--- config.mk ---
export PLATFORM = sky130hd
export DESIGN_NAME = jk_ff_exerciser
export DESIGN_NICKNAME = d
export VERILOG_FILES = /design/src/rtl/jk_ff_exerciser_pkg.sv /design/src/rtl/ff_vector_rom.sv /design/src/rtl/jk_ff_exerciser.sv
export SDC_FILE = /design/constraint.sdc
export NUM_CORES = 1
export LEC_CHECK = 0
export ABC_CLOCK_PERIOD_IN_PS = 2300
export CORE_MARGIN = 2
export CORE_UTILIZATION = 40
export DETAILED_ROUTE_END_ITERATION = 10
export PLACE_DENSITY = 0.7
export SLEW_MARGIN = 20
export SYNTH_ARGS = -nofsm -noshare
export SYNTH_HDL_FRONTEND = slang
export SYNTH_SLANG_ARGS = --single-unit
--- constraint.sdc ---
create_clock -name clk -period 2.3 [get_ports clk]
set_input_delay 0.69 -clock clk [delete_from_list [all_inputs] [get_ports clk]]
set_output_delay 0.69 -clock clk [all_outputs]
set_load 0.1 [all_outputs]
--- src/rtl/jk_ff_exerciser_pkg.sv ---
// Shared types and the fixed vector table for the JK flip-flop exerciser.
package jk_ff_exerciser_pkg;

  localparam int unsigned NUM_STEPS = 8;
  localparam int unsigned STEP_W    = 3;

  typedef enum logic [2:0] {
    StIdle,
    StDrive,
    StHigh,
    StLow,
    StSample,
    StDone
  } state_e;

  // CLR/PRE steps exercise the async lines; SYNC steps pulse the DUT clock.
  typedef enum logic [1:0] {
    KindClr,
    KindPre,
    KindSync
  } step_kind_e;

  typedef struct packed {
    step_kind_e kind;
    logic       j;
    logic       k;
    logic       exp_q;
  } vector_t;

  // Step 7 drives K = ~J, i.e. the flop used as a D flop with D = 0.
  localparam vector_t VEC_ROM [NUM_STEPS] = '{
    '{kind: KindClr,  j: 1'b0, k: 1'b0, exp_q: 1'b0},
    '{kind: KindPre,  j: 1'b0, k: 1'b0, exp_q: 1'b1},
    '{kind: KindSync, j: 1'b0, k: 1'b0, exp_q: 1'b1},
    '{kind: KindSync, j: 1'b0, k: 1'b1, exp_q: 1'b0},
    '{kind: KindSync, j: 1'b1, k: 1'b0, exp_q: 1'b1},
    '{kind: KindSync, j: 1'b1, k: 1'b1, exp_q: 1'b0},
    '{kind: KindSync, j: 1'b1, k: 1'b1, exp_q: 1'b1},
    '{kind: KindSync, j: 1'b0, k: 1'b1, exp_q: 1'b0}
  };

  // Width of the phase timer; never narrower than one bit.
  function automatic int unsigned timer_width(input int unsigned hi, input int unsigned lo);
    int unsigned m;
    int unsigned w;
    m = (hi > lo) ? hi : lo;
    w = $clog2(m);
    if (w < 1) w = 1;
    return w;
  endfunction

endpackage

--- src/rtl/ff_vector_rom.sv ---
// Combinational step-index to test-vector lookup.
module ff_vector_rom
  import jk_ff_exerciser_pkg::*;
(
  input  logic [STEP_W-1:0] step,
  output vector_t           vec
);

  assign vec = VEC_ROM[step];

endmodule

--- src/rtl/jk_ff_exerciser.sv ---
// Sequencer that walks a JK master-slave flop through eight vectors and checks Q/Qbar.
module jk_ff_exerciser
  import jk_ff_exerciser_pkg::*;
#(
  parameter int unsigned HI_CYCLES    = 2,
  parameter int unsigned LO_CYCLES    = 2,
  parameter bit          STOP_ON_FAIL = 1'b1
) (
  input  logic              clk,
  input  logic              clr_bar,
  input  logic              start,
  input  logic              abort,
  input  logic              dut_q,
  input  logic              dut_qbar,
  output logic              dut_j,
  output logic              dut_k,
  output logic              dut_clk,
  output logic              dut_pre_bar,
  output logic              dut_clr_bar,
  output logic              busy,
  output logic              done,
  output logic              pass,
  output logic [STEP_W-1:0] fail_step,
  output logic [STEP_W-1:0] step
);

  localparam int unsigned        TimerW   = timer_width(HI_CYCLES, LO_CYCLES);
  localparam logic [TimerW-1:0]  HiLoad   = TimerW'(HI_CYCLES - 1);
  localparam logic [TimerW-1:0]  LoLoad   = TimerW'(LO_CYCLES - 1);
  localparam logic [STEP_W-1:0]  LastStep = STEP_W'(NUM_STEPS - 1);

  state_e              state_q, state_d;
  logic [STEP_W-1:0]   step_q, step_d;
  logic [TimerW-1:0]   timer_q, timer_d;
  logic                err_q, err_d;
  logic                pass_q, pass_d;
  logic [STEP_W-1:0]   fail_q, fail_d;
  step_kind_e          kind_q, kind_d;
  logic                want_q, want_d;
  logic                j_q, j_d;
  logic                k_q, k_d;
  logic                dclk_q, dclk_d;
  logic                pre_bar_q, pre_bar_d;
  logic                clr_bar_q, clr_bar_d;

  logic [STEP_W-1:0]   rom_idx;
  vector_t             vec;
  logic                mismatch;
  logic                load_vec;
  logic                go_idle;

  // The ROM is addressed with the step about to enter DRIVE, so J/K and the
  // async line are already registered on the edge that enters DRIVE.
  assign rom_idx = (state_q == StSample) ? step_q + 3'd1 : '0;

  ff_vector_rom u_rom (
    .step (rom_idx),
    .vec  (vec)
  );

  // Qbar must always be the complement of Q, independent of the expected value.
  assign mismatch = (dut_q != want_q) | (dut_qbar == dut_q);

  // Next-state, checker and registered DUT-line decisions.
  always_comb begin
    state_d   = state_q;
    step_d    = step_q;
    timer_d   = timer_q;
    err_d     = err_q;
    pass_d    = pass_q;
    fail_d    = fail_q;
    kind_d    = kind_q;
    want_d    = want_q;
    j_d       = j_q;
    k_d       = k_q;
    dclk_d    = dclk_q;
    pre_bar_d = pre_bar_q;
    clr_bar_d = clr_bar_q;
    load_vec  = 1'b0;
    go_idle   = 1'b0;

    unique case (state_q)
      StIdle: begin
        if (start) begin
          state_d  = StDrive;
          step_d   = '0;
          err_d    = 1'b0;
          fail_d   = '0;
          pass_d   = 1'b0;
          load_vec = 1'b1;
        end
      end
      StDrive: begin
        timer_d = HiLoad;
        state_d = StHigh;
        dclk_d  = (kind_q == KindSync);
      end
      StHigh: begin
        if (timer_q == '0) begin
          state_d   = StLow;
          timer_d   = LoLoad;
          dclk_d    = 1'b0;
          pre_bar_d = 1'b1;
          clr_bar_d = 1'b1;
        end else begin
          timer_d = timer_q - 1'b1;
        end
      end
      StLow: begin
        if (timer_q == '0) begin
          state_d = StSample;
        end else begin
          timer_d = timer_q - 1'b1;
        end
      end
      StSample: begin
        if (mismatch && !err_q) begin
          fail_d = step_q;
          err_d  = 1'b1;
        end
        if (mismatch && STOP_ON_FAIL) begin
          state_d = StDone;
          pass_d  = 1'b0;
          go_idle = 1'b1;
        end else if (step_q == LastStep) begin
          state_d = StDone;
          pass_d  = ~(err_q | mismatch);
          go_idle = 1'b1;
        end else begin
          step_d   = step_q + 1'b1;
          state_d  = StDrive;
          load_vec = 1'b1;
        end
      end
      StDone: begin
        state_d = StIdle;
      end
      default: begin
        state_d = StIdle;
        go_idle = 1'b1;
      end
    endcase

    // Abort wins over any decision above, including the SAMPLE outcome.
    if (abort && (state_q inside {StDrive, StHigh, StLow, StSample})) begin
      state_d  = StIdle;
      step_d   = step_q;
      err_d    = 1'b0;
      pass_d   = 1'b0;
      fail_d   = '0;
      load_vec = 1'b0;
      go_idle  = 1'b1;
    end

    if (load_vec) begin
      kind_d    = vec.kind;
      want_d    = vec.exp_q;
      j_d       = vec.j;
      k_d       = vec.k;
      dclk_d    = 1'b0;
      clr_bar_d = (vec.kind != KindClr);
      pre_bar_d = (vec.kind != KindPre);
    end

    if (go_idle) begin
      j_d       = 1'b0;
      k_d       = 1'b0;
      dclk_d    = 1'b0;
      pre_bar_d = 1'b1;
      clr_bar_d = 1'b1;
    end
  end

  // State, checker and DUT-line registers.
  always_ff @(posedge clk or negedge clr_bar) begin
    if (!clr_bar) begin
      state_q   <= StIdle;
      step_q    <= '0;
      timer_q   <= '0;
      err_q     <= 1'b0;
      pass_q    <= 1'b0;
      fail_q    <= '0;
      kind_q    <= KindClr;
      want_q    <= 1'b0;
      j_q       <= 1'b0;
      k_q       <= 1'b0;
      dclk_q    <= 1'b0;
      pre_bar_q <= 1'b1;
      clr_bar_q <= 1'b1;
    end else begin
      state_q   <= state_d;
      step_q    <= step_d;
      timer_q   <= timer_d;
      err_q     <= err_d;
      pass_q    <= pass_d;
      fail_q    <= fail_d;
      kind_q    <= kind_d;
      want_q    <= want_d;
      j_q       <= j_d;
      k_q       <= k_d;
      dclk_q    <= dclk_d;
      pre_bar_q <= pre_bar_d;
      clr_bar_q <= clr_bar_d;
    end
  end

  assign dut_j       = j_q;
  assign dut_k       = k_q;
  assign dut_clk     = dclk_q;
  assign dut_pre_bar = pre_bar_q;
  assign dut_clr_bar = clr_bar_q;
  assign busy        = (state_q != StIdle);
  assign done        = (state_q == StDone);
  assign pass        = pass_q;
  assign fail_step   = fail_q;
  assign step        = step_q;

endmodule

== Word-level counts from Yosys, hierarchy flattened ==
Memories as Yosys holds them, arrays and structs flattened.
Index checks and enable logic that the tools add are counted.

* Register bits after elaboration: 20
* Bits in read-only memories: 40
* Bits of input ports: 6
* Output and inout bits: 14
* Logic and storage cells: 113
* Memories kept: 1

* Add/sub/neg operators: 2
* Order comparisons: 1
* Equality and inequality tests: 20
* Mux-type cells: 51
* Bitwise operators: 5
* Reductions and logical operators: 20

{| class="wikitable"
|+ Memories
! memory !! words !! bits a word !! rd ports !! clocked after Yosys merged registers in !! wr ports !! RTL line !! source
|-
| (name not given) || 8 || 5 || 1 || 0 || 0 || ff_vector_rom.sv:9 || <nowiki>assign vec = VEC_ROM[step];</nowiki>
|}

{| class="wikitable"
|+ Operators with widths
! operator !! count
|-
| two-way mux 3 bit || 12
|-
| two-way mux 1 bit || 28
|-
| case mux 3 bit (5 select lines) || 1
|-
| case mux 3 bit (2 select lines) || 2
|-
| nonzero test 3 bit || 4
|-
| two-way mux 5 bit || 2
|-
| case mux 1 bit (2 select lines) || 5
|-
| equality test 3 bit (second input constant) || 3
|-
| AND reduction 3 bit || 3
|-
| nonzero test 4 bit || 2
|-
| equality test 3 x 2 -> 1 bit (second input constant) || 2
|-
| inequality test 2 bit (second input constant) || 3
|-
| inequality test 3 x 1 -> 1 bit (second input constant) || 2
|-
| inequality test 3 x 2 -> 1 bit (second input constant) || 2
|-
| nonzero test 2 bit || 3
|-
| AND reduction 5 bit || 1
|-
| OR reduction 5 bit || 1
|-
| greater-or-equal comparator 4 bit (second input constant) || 1
|-
| inequality test 4 x 2 -> 1 bit (second input constant) || 1
|-
| inequality test 4 bit (second input constant) || 1
|-
| inverter 3 -> 4 bit || 1
|-
| AND reduction 2 bit || 2
|-
| adder 3 x 1 -> 3 bit (second input constant) || 1
|-
| equality test 3 x 1 -> 1 bit (second input constant) || 1
|-
| 12 further kinds || 15
|}

== Longest topological paths before layout ==
Gate-level depths: netlist (run 1).

* Word-level depth: 9
* Gate-level depth with buffers: 8
* Mapped depth without buffers: 7

== By module ==
Synthesis (run 1) repeated with hierarchy kept, for this count alone.

* Cell total of the unflattened synthesis: 118
* Area total of the unflattened synthesis: 1174.9 sq um

{| class="wikitable"
|+ Modules (own cells, without submodules)
! module !! instances !! cells each !! area each (sq um) !! sequential area each (sq um)
|-
| jk_ff_exerciser || 1 || 103 || 1059.8 || 503.0
|-
| ff_vector_rom || 1 || 15 || 115.1 || 0.0
|}

== Worst setup path after synthesis (run 1) ==
No wires, ideal clock.

* Path type: flip-flop to flip-flop
* Start point: register step_q[0], in the netlist step[0]
* End point: register step_q[0], in the netlist step[0]
* Library setup time: 128 ps
* Arrival: 2189 ps
* Data required time: 2172 ps
* Setup slack: -17 ps
* Stages on the path, launching flop included: 6
* Path buffers: 1
* Period minus slack after synthesis: 2317 ps
* Cell sequence: dfrtp_1 > ha_1 > ha_1 > o31ai_4 > buf_8 > mux2_1

* Longest elaborated chain between the ends: 4
* Elaborated cells between the ends (all ways): 7
* Those cells by class: add/sub: 1; eq/ne: 2; mux: 3; reduce/logical: 1

{| class="wikitable"
|+ RTL lines
! item !! RTL line !! source
|-
| start, declared || jk_ff_exerciser.sv:33 || <nowiki>logic [STEP_W-1:0] step_q, step_d;</nowiki>
|-
| start signal, assigned || jk_ff_exerciser.sv:192 || <nowiki>step_q <= step_d;</nowiki>
|-
| adder 3 x 1 -> 3 bit || jk_ff_exerciser.sv:130 || <nowiki>step_d = step_q + 1'b1;</nowiki>
|-
| two-way mux 3 bit || jk_ff_exerciser.sv:125 || <nowiki>end else if (step_q == LastStep) begin</nowiki>
|-
| two-way mux 3 bit || jk_ff_exerciser.sv:121 || <nowiki>if (mismatch && STOP_ON_FAIL) begin</nowiki>
|-
| case mux 3 bit (2 select lines) || jk_ff_exerciser.sv:82 || <nowiki>unique case (state_q)</nowiki>
|}

Parallel ways exist; a longest one is shown, timed or not. The select of a mux whose other input is x is not followed.
A chain may end at the register's enable or synchronous reset.

== Worst setup path after layout (run 1) ==
* Start point: register state_q[1]
* End point: output port busy

* Longest elaborated chain between the ends: 1

{| class="wikitable"
|+ RTL lines
! item !! RTL line !! source
|-
| start, declared || jk_ff_exerciser.sv:32 || <nowiki>state_e state_q, state_d;</nowiki>
|-
| start signal, assigned || jk_ff_exerciser.sv:177 || <nowiki>state_q <= StIdle;</nowiki>
|-
| start signal, assigned || jk_ff_exerciser.sv:191 || <nowiki>state_q <= state_d;</nowiki>
|-
| nonzero test 3 bit || jk_ff_exerciser.sv:212 || <nowiki>assign busy = (state_q != StIdle);</nowiki>
|-
| end, declared || jk_ff_exerciser.sv:20 || <nowiki>output logic busy,</nowiki>
|}

No other way between the ends.

==> results of run 1 <==
## power breakdown
part / leakage [nW] / total (W) / internal [W] / switching [W]
combinational: 0.492 / 0.000861 / 0.000363 / 0.000498
sequential: 0.261 / 0.000504 / 0.000410 / 0.0000942
clock: 0.0279 / 0.000292 / 0.000176 / 0.000115
## area by class of cell
cell class / count / area, um2 / share of cell area, %
Sequential cell: 20 / 505 / 31.1
Timing Repair Buffer: 36 / 333 / 20.4
Multi-Input combinational cell: 94 / 666 / 40.9
Inverter: 8 / 30.0 / 1.84
Clock buffer: 3 / 22.5 / 1.38
Tap cell: 33 / 41.3 / 2.54
Clock inverter: 1 / 30.0 / 1.84
## final timing paths
| path | startpoint | endpoint | slack [ps] | depth (start not counted) |
|---|---|---|---|---|
| min | kind_q[1] | kind_q[1] | 520 | 1 |
| min in group asynchronous | clr_bar | fail_step[0] | 700 | 2 |
| max reg2reg | state_q[1] | want_q | 340 | 7 |
| min reg2reg | kind_q[1] | kind_q[1] | 520 | 1 |
| max in group asynchronous | clr_bar | dut_clr_bar | 1330 | 2 |
| max | state_q[1] | busy | 100 | 2 |
## kinds of logic (layout without fill, tap and decap cells)
| family | Yosys count | after routing | share of synthesized area [%] |
|---|---|---|---|
| muxes | 6 | 6 | 5.21 |
| DFF | 20 | 20 | 40.3 |
| adders and majority gates | 5 | 5 | 5.01 |
| and+or+nand+nor | 43 | 43 | 17.2 |
| buffers and inverters | 15 | 48 | 6.41 |
| AOI/OAI and AO/OA | 39 | 39 | 25.2 |
| xor gates and xnor gates | 1 | 1 | 0.702 |
## routing by layer
metal / share of wire, % / global-route usage, %
met5: 0 / 0
met4: 1.3 / 5.71
met3: 4.3 / 3.46
met2: 46 / 26.1
met1: 49 / 24.1
## layout by cell type, fill, tap and decap left out, drive strengths merged, types with 4 or more instances in the layout
cell	count
buf	31
dfrtp	18
nor2	16
nand2	8
inv	8
a21oi	7
o21ai	7
ha	5
clkdlybuf4s50	5
nor2b	4
mux2	4
## metrics by stage
step                worst slack, ps  instances
floorplan                      26.4        129
global placement               -106        191
detailed placement             -144        191
CTS                            38.8        195
global route                   16.0        195
finish                         97.1        195
## registers in the layout (all words and copies together), names as in the netlist
register     count
dut_clk          1
dut_clr_bar      1
dut_j            1
dut_k            1
dut_pre_bar      1
err_q            1
fail_step        3
kind_q           2
pass             1
state_q          3
step             3
timer_q          1
want_q           1
## repair_timing
action / CTS / global route
setup endpoints to repair: 0 / 2
buffers inserted: 0 / 0
resized for setup: 0 / 1
## worst max-delay path, delay by kind of cell (launching register included)
family / cells / cell delay [ps]
flip-flops: 1 / 540
buffers and inverters: 1 / 190
AND/OR/NAND/NOR: 1 / 480
==> summary.md, run 1 <==
| Metric | Value |
|---|---|
| Final core utilization | `54.2%` |
| Sum Neg Setup Slack | `0 ps` |
| Hold slack | `517 ps` |
| Global-route wire length before repair | `4570 um` |
| Worst VDD drop | `0.394 mV` |
| # H-tree levels | `1` |
| Die area | `3580 um2` |
| Post-Syn Area | `1250 um2` |
| Initial antenna violation count | `0` |
| Final instance area | `1630 um2` |
| Core region area | `3000 um2` |
| Vias in the first global route | `971` |
| Power Dens Cells | `1020 nW/um2` |
| Status | `finished clean` |
| Yosys reg bits | `20` |
| Die height | `59.9 um` |
| Synthesized netlist cell count | `129` |
| CP Launch Type | `flop` |
| Sequential area share after synthesis | `40.3%` |
| Power Total | `0.00166 W` |
| Die W | `59.9 um` |
| Cell taking the most area after synthesis | `dfrtp_1` |
| Tmin final | `2200 ps` |
| Most frequent cell after synthesis | `dfrtp_1` |
| Largest net degree at the start of global routing | `22` |
| CTS tree | `done` |
| Clock sinks | `20` |
| Worst Hold Class | `flop to flop` |
| GRT Overall Usage | `17.1%` |
| Hold Buf Count CTS | `0` |
| Number of port buffers | `19` |
| Via/cell ratio | `5.48` |
| Detailed Place HPWL | `2060 um` |
| Syn_nets | `140` |
| Max_cap viols | `0` |
| Drt drc | `0` |
| Synth warnings | `0` |
| DP Area | `1570 um2` |
| Final ANT Viol Nets | `0` |
| Remaining Overflow, GRT | `0` |
| Post-synth top cells | `dfrtp_1, nor2_1, nand2_1` |
| CTS clk-pin slew, worst paths | `130 ps` |
| I/O pin cnt | `20` |
| P_leak | `0.781 nW` |
| Top_reg_cell synth | `dfrtp_1` |
| Slowest cell on crit path | `dfrtp_1` |
| Period utilisation layout | `95.8%` |
| Num CTS Buffers | `3` |
| Layout cell share with drive strength beyond 1 | `29.0%` |
| Setup violations, final | `0` |
| Max Buffers Root-to-Sink | `2` |
| DRT Pass-1 Iters | `4` |
| Slew Limit Fails | `0` |
| Routed wire length per instance | `14.3 um` |
| Netlist cell types | `50` |
| Area Growth Syn to Fin | `30.4%` |
| Critical path type | `flop to primary output` |
| Req. time, crit path | `1610 ps` |
| FMAX | `454 MHz` |
| Top post-synthesis cells by area | `dfrtp_1, ha_1, nor2_1` |
| DR vias | `1069` |
| EDFF count, synth | `0` |
| Critical path capture point type | `primary output` |
| Initial DRC count | `60` |
| Antenna cells | `0` |
| CP peak stage delay | `540 ps` |
| RSZ-0062 raised after global routing | `false` |
| GPL Wtd Cong | `0.830` |
| Worst-margin pin slew | `395 ps` |
| Post-synth top area share | `36.1%` |
| Filler instances | `264` |
| Average size of a mapped cell | `9.68 um2` |
| Final hold vios | `0` |
| Root buffer cell | `clkbuf_4` |
| Asr flop ratio synth | `100%` |
| Cell Chain, Critical Path | `or3_1 -> buf_12` |
| Slew margin rel. | `73.6%` |
| Nets | `174` |
| Worst skew pair latency | `310 ps` |
| Maximum fanout along the worst path | `12` |
| FP Rows | `20` |
| Final WL | `2780 um` |
| Worst EP arrival | `1510 ps` |
| Initial Util | `41.6%` |
| Setup Skew | `11.6 ps` |
(Power assumes the default switching activity.)
==> inputs of run 2 (changes only) <==
--- a/config.mk
+++ b/config.mk
@@ -9,7 +9,7 @@
 export CORE_MARGIN = 2
 export CORE_UTILIZATION = 40
 export DETAILED_ROUTE_END_ITERATION = 10
-export PLACE_DENSITY = 0.7
+export HOLD_SLACK_MARGIN = 0.12
 export SLEW_MARGIN = 20
 export SYNTH_ARGS = -nofsm -noshare
 export SYNTH_HDL_FRONTEND = slang
==> run 2 against run 1 <==
  * Clock skew fell by 10 ps
  * Worst hold slack improved by 4.0 ps
  * Combinational power rose by 0.6%
  * Clock-buffer cell count increased by 1
  * Core utilization decreased by 0.67 points
  * Maximum frequency shrank 0.59%
  * Highest routed layer unchanged
==> summary.md, run 2 (same netlist as run 1, synthesis figures left out) <==
| Metric | Value |
|---|---|
| Status | `finished clean` |
| R2r endpoint | `want_q` |
| Number of gates resized after cts | `0` |
| Final core utilization | `53.5%` |
| Seq pwr share | `31.8%` |
| Initial antenna violation count | `0` |
| Detailed Place HPWL | `2140 um` |
| Drt drc | `0` |
| Setup Skew | `1.40 ps` |
| GPL Wtd Cong | `0.811` |
| DP Cell Count | `189` |
| Max_cap viols | `0` |
| Largest net degree at the start of global routing | `21` |
| Initial DRC count | `22` |
| Post-Place Setup Slack | `-153 ps` |
| Fin cells | `193` |
| Worst EP arrival | `1530 ps` |
| Critical Path Source | `state_q[1]` |
| Num CTS Buffers | `3` |
| Reg2Reg Setup Slack | `230 ps` |
| WHS Path Cells | `1` |
| Slowest cell on crit path | `dfrtp_1` |
| Commonest cells after routing, fill and taps aside | `buf_4, dfrtp_1, nor2_1` |
| Worst-margin pin slew | `454 ps` |
| Filler instances | `279` |
| Critical path type | `flop to primary output` |
| RSZ-0062 raised after global routing | `false` |
| Critical path buffers and inverters | `1` |
| Vias in the first global route | `1059` |
| CP peak stage delay | `540 ps` |
| Switching portion of total power | `44.8%` |
| Critical path capture point type | `primary output` |
| Number of port buffers | `19` |
| Critical R2R Launch | `state_q[1]` |
| Worst VDD drop | `0.471 mV` |
| Maximum fanout along the worst path | `12` |
| Global-route wire length before repair | `4880 um` |
| P_leak | `0.769 nW` |
| Tmin final | `2220 ps` |
| Routed wire length per instance | `14.6 um` |
| Setup violations, final | `0` |
| Power Dens Cells | `984 nW/um2` |
| CP Launch Type | `flop` |
| CTS clk-pin slew, worst paths | `120 ps` |
| Via/cell ratio | `5.41` |
| Clk pwr share | `13.5%` |
| Logic pwr share | `54.7%` |
| Worst skew pair latency | `310 ps` |
| Worst Hold Class | `flop to flop` |
| Die area | `3580 um2` |
| Root buffer cell | `clkbuf_4` |
| GRT Overall Usage | `18.3%` |
| Nets | `172` |
| CTS tree | `done` |
| Hold Buf Count CTS | `0` |
| Layout cell share with drive strength beyond 1 | `27.5%` |
| Die W | `59.9 um` |
| Cell Chain, Critical Path | `or3_1 -> buf_12` |
| FMAX | `451 MHz` |
| Max Buffers Root-to-Sink | `2` |
| Req. time, crit path | `1610 ps` |
| DRT Pass-1 Iters | `4` |
| Crit. path cell count | `2` |
| Slew margin rel. | `69.8%` |
| Worst Setup EP | `busy` |
| Final ANT Viol Nets | `0` |
| FP Rows | `20` |
| Antenna cells | `0` |
| Period utilisation layout | `96.3%` |
| R2R cell count | `7` |
| Die height | `59.9 um` |
| Clock sinks | `20` |
| I/O pin cnt | `20` |
| DR vias | `1045` |
| # H-tree levels | `1` |
| Commonest non-fill, non-tap cell in the layout | `buf_4` |
| Switching pwr | `0.000709 W` |
| Area Growth Syn to Fin | `28.8%` |
| Internal | `0.000874 W` |
| Sum Neg Setup Slack | `0 ps` |
| Setup bufs post-CTS | `0` |
| Remaining Overflow, GRT | `0` |
| Final instance area | `1610 um2` |
| DP Area | `1570 um2` |
| Final hold vios | `0` |
| Initial Util | `41.6%` |
| Worst setup slack after layout | `84.0 ps` |
| Slew Limit Fails | `0` |
| Crit-path leading delay family | `flip-flops` |
| Core region area | `3000 um2` |
| Final WL | `2820 um` |
==> run 2: cell count changes in the layout (fill, tap and decap cells not counted), sizes merged <==
cell	previous run	this run
buf	31	29
bufinv	1	0
clkbuf	3	4
==> run 2: worst min path at each step <==
stage	from	slack [ps]	endpoint
3_3_place_gp	kind_q[1]	470	kind_q[1]
6_report	kind_q[1]	520	kind_q[1]
4_1_cts	dut_clk	520	dut_clk
3_5_place_dp	dut_clk	490	dut_clk
2_1_floorplan	clr_bar	390	dut_clk
5_1_grt	kind_q[1]	530	kind_q[1]
==> run 2: metrics by stage <==
stage | hold slack, ps | total power, W
final | 521 | 0.00158
after global routing | 533 | 0.00168
after CTS | 525 | 0.00160
after detailed placement | 491 | 0.00138
after global placement | 469 | 0.00137
after floorplan | 394 | 0.00111
==> run 2: routing by layer <==
| layer | GRT usage (%) | vias up | routed length [um] |
|---|---|---|---|
| li1 | - | 530 | - |
| met1 | 25.1 | 490 | 1380 |
| met2 | 29.0 | 20 | 1300 |
| met3 | 2.81 | 5 | 94 |
| met4 | 6.67 | 0 | 45 |
| met5 | 0 | - | 0 |
==> run 2: power groups by stage <==
| stage | clock network [W] | logic (W) | registers (W) |
|---|---|---|---|
| floorplan | 0 | 0.000567 | 0.000539 |
| global placement | 0 | 0.000865 | 0.000507 |
| detailed placement | 0 | 0.000871 | 0.000509 |
| CTS | 0.000222 | 0.000873 | 0.000502 |
| global route | 0.000231 | 0.000932 | 0.000516 |
| finish | 0.000214 | 0.000866 | 0.000503 |
==> run 2: final cells by class <==
| type | instances | area [um2] | area share, % |
|---|---|---|---|
| Clock buffer | 4 | 36.3 | 2.26 |
| Inverter | 8 | 30.0 | 1.87 |
| Multi-Input combinational cell | 94 | 666 | 41.4 |
| Sequential cell | 20 | 504 | 31.4 |
| Tap cell | 33 | 41.3 | 2.57 |
| Timing Repair Buffer | 34 | 330 | 20.5 |
